$ cat config.mk
export PLATFORM = sky130hd
export DESIGN_NAME = fetch_unit_flat
export DESIGN_NICKNAME = d
export VERILOG_FILES = /design/src/rtl/cpu_pkg.sv /design/src/rtl/fetch_if.sv /design/src/rtl/fetch_unit_pc_counter.sv /design/src/rtl/fetch_unit.sv /design/src/flat_wrapper.sv
export SDC_FILE = /design/constraint.sdc
export NUM_CORES = 1
export LEC_CHECK = 0
export CORE_MARGIN = 2
export CORE_UTILIZATION = 40
export DETAILED_ROUTE_END_ITERATION = 10
export PLACE_DENSITY = 0.75
export RECOVER_POWER = 50
export SLEW_MARGIN = 20
export SYNTH_ARGS = -nofsm -noshare
export SYNTH_HDL_FRONTEND = slang
export SYNTH_SLANG_ARGS = --single-unit
$ cat constraint.sdc
create_clock -name clk -period 3.3 [get_ports clk]
set_clock_uncertainty 0.15 [all_clocks]
set_input_delay 0.99 -clock clk [delete_from_list [all_inputs] [get_ports clk]]
set_output_delay 0.99 -clock clk [all_outputs]
set_load 0.01 [all_outputs]
$ cat src/rtl/cpu_pkg.sv
// Shared CPU definitions: datapath widths, opcode field, HALT opcode and reset PC.
// Used by the fetch stage and its pc_counter.
package cpu_pkg;
  localparam int PC_W    = 8;
  localparam int INSTR_W = 16;
  localparam int CNT_W   = 16;
  localparam int OP_HI   = 15;
  localparam int OP_LO   = 12;

  localparam logic [3:0] OP_HALT = 4'hF;

  typedef logic [PC_W-1:0]    pc_t;
  typedef logic [INSTR_W-1:0] instr_t;

  localparam pc_t DEF_RESET_PC = 8'h00;

  function automatic logic is_halt(input instr_t instr);
    return instr[OP_HI:OP_LO] == OP_HALT;
  endfunction
endpackage

$ cat src/rtl/fetch_if.sv
// Bus between the fetch stage and its surroundings: instruction memory port,
// redirect input and the IF/ID output handshake.
interface fetch_if
  import cpu_pkg::*;
();
  pc_t    imem_addr;
  instr_t imem_data;
  logic   redirect_valid;
  pc_t    redirect_pc;
  // out_valid/out_ready: a transfer happens on each rising edge where both are 1.
  // While out_valid=1 and out_ready=0 the producer holds out_instr/out_pc stable;
  // out_valid may only drop after a transfer or on a redirect flush.
  logic   out_valid;
  logic   out_ready;
  instr_t out_instr;
  pc_t    out_pc;

  modport master (
    output imem_addr,
    input  imem_data,
    input  redirect_valid,
    input  redirect_pc,
    output out_valid,
    input  out_ready,
    output out_instr,
    output out_pc
  );

  modport slave (
    input  imem_addr,
    output imem_data,
    output redirect_valid,
    output redirect_pc,
    input  out_valid,
    output out_ready,
    input  out_instr,
    input  out_pc
  );
endinterface

$ cat src/rtl/fetch_unit_pc_counter.sv
// Program counter register: synchronous reset, redirect load, increment enable.
// Increment wraps modulo 2^PC_W.
module pc_counter
  import cpu_pkg::*;
#(
  parameter pc_t RESET_PC = DEF_RESET_PC
) (
  input  logic clk,
  input  logic rst,
  input  logic load_en_i,
  input  pc_t  load_pc_i,
  input  logic inc_en_i,
  output pc_t  pc_o
);
  pc_t pc_q, pc_d;

  always_comb begin
    pc_d = pc_q;
    if (load_en_i) begin
      pc_d = load_pc_i;
    end else if (inc_en_i) begin
      pc_d = pc_q + pc_t'(1);
    end
  end

  always_ff @(posedge clk) begin
    if (rst) begin
      pc_q <= RESET_PC;
    end else begin
      pc_q <= pc_d;
    end
  end

  assign pc_o = pc_q;
endmodule

$ cat src/rtl/fetch_unit.sv
// Instruction-fetch stage: PC, IF/ID register with valid/ready output, redirect
// flush and saturating handoff counter. HALT stop is built when FETCH_HALT_EN is defined.
module fetch_unit
  import cpu_pkg::*;
#(
  parameter pc_t RESET_PC = DEF_RESET_PC
) (
  input  logic             clk,
  input  logic             rst,
  fetch_if.master          bus,
  output logic [CNT_W-1:0] fetch_count,
  output logic             halted
);
  pc_t              pc;
  logic             load, handoff, inc_en;
  logic             out_valid_q, out_valid_d;
  instr_t           out_instr_q, out_instr_d;
  pc_t              out_pc_q, out_pc_d;
  logic [CNT_W-1:0] count_q, count_d;
  logic             halted_q;
`ifdef FETCH_HALT_EN
  logic             halted_d;
`endif

  assign load    = !out_valid_q || bus.out_ready;
  assign handoff = out_valid_q && bus.out_ready;

  pc_counter #(.RESET_PC(RESET_PC)) u_pc (
    .clk       (clk),
    .rst       (rst),
    .load_en_i (bus.redirect_valid),
    .load_pc_i (bus.redirect_pc),
    .inc_en_i  (inc_en),
    .pc_o      (pc)
  );

  always_comb begin
    out_valid_d = out_valid_q;
    out_instr_d = out_instr_q;
    out_pc_d    = out_pc_q;
    inc_en      = 1'b0;
`ifdef FETCH_HALT_EN
    halted_d    = halted_q;
`endif
    if (bus.redirect_valid) begin
      out_valid_d = 1'b0;
`ifdef FETCH_HALT_EN
      halted_d    = 1'b0;
`endif
    end else if (load && !halted_q) begin
      out_instr_d = bus.imem_data;
      out_pc_d    = pc;
      out_valid_d = 1'b1;
      inc_en      = 1'b1;
`ifdef FETCH_HALT_EN
      halted_d    = is_halt(bus.imem_data);
`endif
    end else if (halted_q && bus.out_ready) begin
      // Once halted, the HALT itself drains on handoff and nothing replaces it.
      out_valid_d = 1'b0;
    end
  end

  always_comb begin
    count_d = count_q;
    if (handoff && (count_q != '1)) begin
      count_d = count_q + CNT_W'(1);
    end
  end

  always_ff @(posedge clk) begin
    if (rst) begin
      out_valid_q <= 1'b0;
      out_instr_q <= '0;
      out_pc_q    <= '0;
      count_q     <= '0;
    end else begin
      out_valid_q <= out_valid_d;
      out_instr_q <= out_instr_d;
      out_pc_q    <= out_pc_d;
      count_q     <= count_d;
    end
  end

`ifdef FETCH_HALT_EN
  always_ff @(posedge clk) begin
    if (rst) begin
      halted_q <= 1'b0;
    end else begin
      halted_q <= halted_d;
    end
  end
`else
  assign halted_q = 1'b0;
`endif

  assign bus.imem_addr = pc;
  assign bus.out_valid = out_valid_q;
  assign bus.out_instr = out_instr_q;
  assign bus.out_pc    = out_pc_q;
  assign fetch_count   = count_q;
  assign halted        = halted_q;
endmodule

$ cat src/flat_wrapper.sv
// flat-port wrapper written by rule: the top's interface ports become plain ports
module fetch_unit_flat import cpu_pkg::*;
#(
  parameter pc_t RESET_PC = DEF_RESET_PC
)
  (clk, rst, fetch_count, halted, bus_imem_addr, bus_imem_data, bus_redirect_valid, bus_redirect_pc, bus_out_valid, bus_out_ready, bus_out_instr, bus_out_pc);
  fetch_if bus_i ();
  input  logic clk;
  input  logic rst;
  output logic [CNT_W-1:0] fetch_count;
  output logic halted;
  output wire logic [$bits(bus_i.imem_addr)-1:0] bus_imem_addr;
  input wire logic [$bits(bus_i.imem_data)-1:0] bus_imem_data;
  input wire logic [$bits(bus_i.redirect_valid)-1:0] bus_redirect_valid;
  input wire logic [$bits(bus_i.redirect_pc)-1:0] bus_redirect_pc;
  output wire logic [$bits(bus_i.out_valid)-1:0] bus_out_valid;
  input wire logic [$bits(bus_i.out_ready)-1:0] bus_out_ready;
  output wire logic [$bits(bus_i.out_instr)-1:0] bus_out_instr;
  output wire logic [$bits(bus_i.out_pc)-1:0] bus_out_pc;
  assign bus_imem_addr = bus_i.imem_addr;
  assign bus_i.imem_data = bus_imem_data;
  assign bus_i.redirect_valid = bus_redirect_valid;
  assign bus_i.redirect_pc = bus_redirect_pc;
  assign bus_out_valid = bus_i.out_valid;
  assign bus_i.out_ready = bus_out_ready;
  assign bus_out_instr = bus_i.out_instr;
  assign bus_out_pc = bus_i.out_pc;
  fetch_unit #(.RESET_PC(RESET_PC)) u_core (.clk(clk), .rst(rst), .bus(bus_i), .fetch_count(fetch_count), .halted(halted));
endmodule
# Word level (Yosys, flattened, before mapping)
# Cells that the tools add are included.
[word_totals] register_bits=49 in_bits=28 output_inout_bits=50
[classes] n_addsub=2 n_eq_ne=1 muxes=4 n_bitwise=1 n_reduce_logical=7
[op_table] operator="$add A16 B1 Y16 const B" n=1
[op_table] operator="$mux W8" n=2
[op_table] operator="$ne A16 B16 Y1 const B" n=1
[op_table] operator="$add A8 B1 Y8 const B" n=1
[op_table] operator="$logic_and A1 B1 Y1" n=2
[op_table] operator="$mux W1" n=2
[op_table] operator="$reduce_and A2 Y1" n=1
[op_table] operator="$reduce_bool A2 Y1" n=1
[op_table] operator="$reduce_or A2 Y1" n=1
[op_table] operator="$logic_not A1 Y1" n=1
[op_table] operator="$logic_or A1 B1 Y1" n=1
[op_table] operator="$not A1 Y1" n=1

# Longest topological paths before layout
[depth] depth_word=6 mapped_depth=6

# Hierarchy
# From an unflattened synthesis, not the netlist that was laid out.
[hier_totals] hier_cells=260 hier_area_um2=2128.3
[by_module_without_submodules] mod="fetch_unit" instances=1 cells_per_inst=207 area_each_um2=1664.1 seq_area_each_um2=820.8
[by_module_without_submodules] mod="pc_counter" instances=1 cells_per_inst=53 area_each_um2=464.2 seq_area_each_um2=160.2

# Least setup slack after synthesis
# No wires, ideal clock.
[synth_path] path_type="input port to flip-flop" start="input port bus_out_ready" end="register u_core.u_pc.pc_q[6], in the netlist u_core.u_pc.pc_o[6]" t_arrival_ps=1827 required_ps=3059 setup_slack_ps=1232 stages=4 path_buffers=0 path_cell_list="nand2b_1 -> nand2_1 -> or3_1 -> a311oi_1"
[synth_via] elab_chain_len=4
[synth_rtl] element="start: declaration" line="flat_wrapper.sv:17" source="input wire logic [$bits(bus_i.out_ready)-1:0] bus_out_ready;"
[synth_rtl] element="$logic_or A1 B1 Y1" line="fetch_unit.sv:25" source="assign load = !out_valid_q || bus.out_ready;"
[synth_rtl] element="$mux W1" line="fetch_unit.sv:50" source="end else if (load && !halted_q) begin"
[synth_rtl] element="$mux W1" line="fetch_unit.sv:45" source="if (bus.redirect_valid) begin"
[synth_rtl] element="$reduce_bool A2 Y1 (no source line)"
[synth_rtl] element="end signal: assignment" line="fetch_unit_pc_counter.sv:30" source="pc_q <= pc_d;"
[synth_rtl] element="end: declaration" line="fetch_unit_pc_counter.sv:15" source="pc_t pc_q, pc_d;"
# Every way passes these cells.
# A chain may end at the register's enable or synchronous reset.

# Final worst setup path
[layout_path] start="input port rst" end="register u_core.count_q[13], in the netlist u_core.fetch_count[13]"
[layout_rtl] element="start: declaration" line="flat_wrapper.sv:9" source="input logic rst;"
[layout_rtl] element="end signal: assignment" line="fetch_unit.sv:81" source="count_q <= count_d;"
[layout_rtl] element="end: declaration" line="fetch_unit.sv:19" source="logic [CNT_W-1:0] count_q, count_d;"
# No word-level cell between the ends.

==> impl_metrics.csv <==
group,metric,value,unit
sta,slew_violations,43,
drt,drtIter0Drc,122,
setup_path,r2r_setup_slack,0.83,ns
setup_path,ff2ff_path_depth,5,
yosys,yosys_warnings,0,
clock_network,path_clk_slew,0.09,ns
setup_path,max_stage_delay,1.32,ns
clock_network,cts_buffers,5,
cells_and_area,final_cells,396,
sta,fmax,374,MHz
sta,tightest_slew,1.81,ns
drt,num_vias,2043,
yosys,ys_ff_latch,49,
sta,hold_violations,0,
drt,drc,0,
drt,routed_wl,5.31,mm
global_route,grt-ovfl-total,0,
yosys,ys_types,43,
placement,globalplace.congestion,0.810,
global_route,antenna_found_initial,0,
setup_path,cp-end-kind,"flop",
clock_network,clockBufferDepth,2,
sta,fin_crit,2.67,ns
power,power_switching,0.000284,W
die,initial_core_util,41.6,%
die,die_area,0.00591,mm2
setup_path,crit_arrival,2.65,ns
drt,via_per_inst,5.16,
global_route,grt_pass1_wl,8.81,mm
sta,max_slew_margin,-20.4,%
min_path,holdPathEnd,"u_core.bus.out_pc[7]$_SDFFE_PP0P_",
setup_path,crit_slowest_cell,"clkbuf_1",
cells_and_area,fin_nets,355,
drt,postRouteAntennaNets,0,
status,outcome,"finished, violations left",
setup_path,crit_type,"in2reg",
sta,setup_slack,0.625,ns
setup_path,r2r-end,"u_core.fetch_count[6]$_SDFFE_PP0P_",
cells_and_area,ff_latch_area,981,um2
power,cellPowerDensity,389,mW/mm2
cells_and_area,multi_input_area,0.00106,mm2
min_path,min_from,"u_core.bus.out_pc[7]$_SDFFE_PP0P_",
sta,rsz0062_at_grt,"no",
power,power_frac_clock,32.6,%
drt,dr.pass1.iters,4,
power,fin_total_pwr,0.00117,W
setup_path,cp_cell_sequence,"buf_2 > clkbuf_1 > nor3_1",
setup_path,regToRegStartpoint,"u_core.fetch_count[0]$_SDFFE_PP0P_",
yosys,syn_inst,250,
min_path,min_path_type,"reg2reg",
status,violations,"max-capacitance violations, max-slew violations",
yosys,synth_nets,280,
placement,portBuffers,76,
cells_and_area,fillers,463,
job,cap_violations,1,
cells_and_area,final_common_cell,"nand2_1",
power,sw_frac_of_total,24.2,%
clock_network,cts_tree,"yes",
power,seqPwrFrac,54.2,%
placement,post-dp-hpwl,3.75,mm
drt,wl_per_cell,13.4,um
setup_path,critPathRequiredTime,3.27,ns
die,coreArea,0.00511,mm2
setup_path,path_buf_inv,2,
clock_network,postCtsSetupRepairBufs,0,
global_route,grt_max_degree,43,
sta,holdWs,0.302,ns
die,die_w,76.9,um
clock_network,hold_buffers,0,
cells_and_area,diodes,0,
power,internal-power,0.000890,W
die,fp-row-count,26,
setup_path,critical_path.top_delay_family,"buffers and inverters",
setup_path,cp_max_fo,42,
power,p_leak,1.13,nW
clock_network,clkSinkCount,49,
yosys,yosysSeqAreaShare,46.2,%
die,die_h,76.9,um
clock_network,cts-resized-gates,0,
placement,place_worst_setup_slack,0.517,ns
power,ir_worst_vdd,202,uV
power,comb_power_share,13.3,%
yosys,synth_top_area_share,46.2,%
global_route,track_usage,18.4,%
setup_path,startpoint,"rst",
min_path,min_path_cells,2,
yosys,syn_area,0.00212,mm2
placement,place_inst,388,
yosys,yosysTopAreaCell,"dfxtp_1",
sta,setup-tns-final,0,ns
cells_and_area,drive_gt1_share,6.75,%
clock_network,clk_latency,0.30,ns
yosys,synth.area.top_cells,"dfxtp_1 46%, nand2_1 10%, a21oi_1 8.0%",
sta,setup-violations-final,0,
cells_and_area,mostFrequentLayoutCells,"58 x nand2_1, 50 x clkdlybuf4s50_1, 49 x dfxtp_1",
cells_and_area,areaGrowthSynthToFinish,42.1,%
clock_network,htree_levels,2,
sta,min_period_over_period,81.1,%
clock_network,cts_root_buffer,"clkbuf_8",
setup_path,startpoint_type,"input pin",
global_route,grt_pass1_vias,1879,
yosys,syn_avg_cell_area,8.50,um2
die,io_pins,78,
==> power by group through the flow <==
| stage | logic (W) | clock network [W] | registers (W) |
|---|---|---|---|
| after floorplan | 0.0000575 | 0 | 0.000658 |
| after global placement | 0.000162 | 0 | 0.000650 |
| after detailed placement | 0.000163 | 0 | 0.000650 |
| after CTS | 0.000164 | 0.000395 | 0.000637 |
| after global routing | 0.000171 | 0.000416 | 0.000640 |
| final | 0.000156 | 0.000382 | 0.000636 |
==> flip-flops by register name, summed over array words and instances, names as in the netlist <==
name                  flops
u_core.u_pc.pc_o          8
u_core.bus.out_valid      1
u_core.fetch_count       16
u_core.bus.out_instr     16
u_core.bus.out_pc         8
==> Yosys cell counts (all sizes together) <==
library cell   n
xnor2          2
nand2         58
nor2          15
inv            1
mux2i          2
and4           2
or4            3
ha             2
conb           1
xor2           6
a311oi         4
o2111ai        1
o311ai         1
or3            6
o31ai          3
nor3           2
clkbuf        10
buf            2
and3           5
and2           1
o21ai          7
a21oi         34
nand2b         3
a31oi          1
nor4b          1
and2b          1
nor2b          1
a211oi         5
mux2           1
nor4           3
dfxtp         49
nand3          5
nand4         12
==> final cells by class <==
class                           instances  share of cell area, %
Clock buffer                            7                   3.19
Clock inverter                          1                  0.166
Inverter                                1                  0.124
Multi-Input combinational cell        188                   35.2
Sequential cell                        49                   32.5
Tap cell                               70                   2.90
Timing Repair Buffer                   80                   25.9
==> routing by layer <==
layer	vias to the layer above	global-route usage [%]	wire (um)
li1	1042	-	-
met1	950	23.3	2380
met2	47	29.6	2620
met3	4	4.82	229
met4	0	8.00	78
met5	-	0	0
==> cell families after synthesis <==
logic type	synth area share, %
xor gates and xnor gates	3.30
other	0.177
DFF	46.2
and+or+nand+nor	29.2
muxes	1.65
buffers and inverters	2.83
adders and majority gates	1.18
AOI/OAI and AO/OA	15.5
==> worst max path at each step <==
stage,cells after the start,slack (ns),to
floorplan,4,1.23,u_core.u_pc.pc_o[6]$_SDFFE_PP0P_
global placement,6,0.56,u_core.bus.out_instr[9]$_SDFFE_PP0P_
detailed placement,5,0.52,u_core.fetch_count[10]$_SDFFE_PP0P_
CTS,1,0.75,fetch_count[4]
global route,3,0.43,u_core.bus.out_pc[5]$_SDFFE_PP0P_
finish,3,0.63,u_core.fetch_count[13]$_SDFFE_PP0P_
==> worst register-to-register path: cells and delay by family, from the launching register on <==
family,cells,cell delay [ns]
fa+ha+maj,1,0.25
simple gates,3,1.19
mux,1,0.33
flops,1,0.45
==> per-stage QoR <==
stage               instance area [um2]  utilization (%)
global placement                   2940             57.6
CTS                                3040             59.6
finish                             3020             59.1
global route                       3020             59.1
detailed placement                 2940             57.6
floorplan                          2120                -
Power figures use the tool's default switching activity.
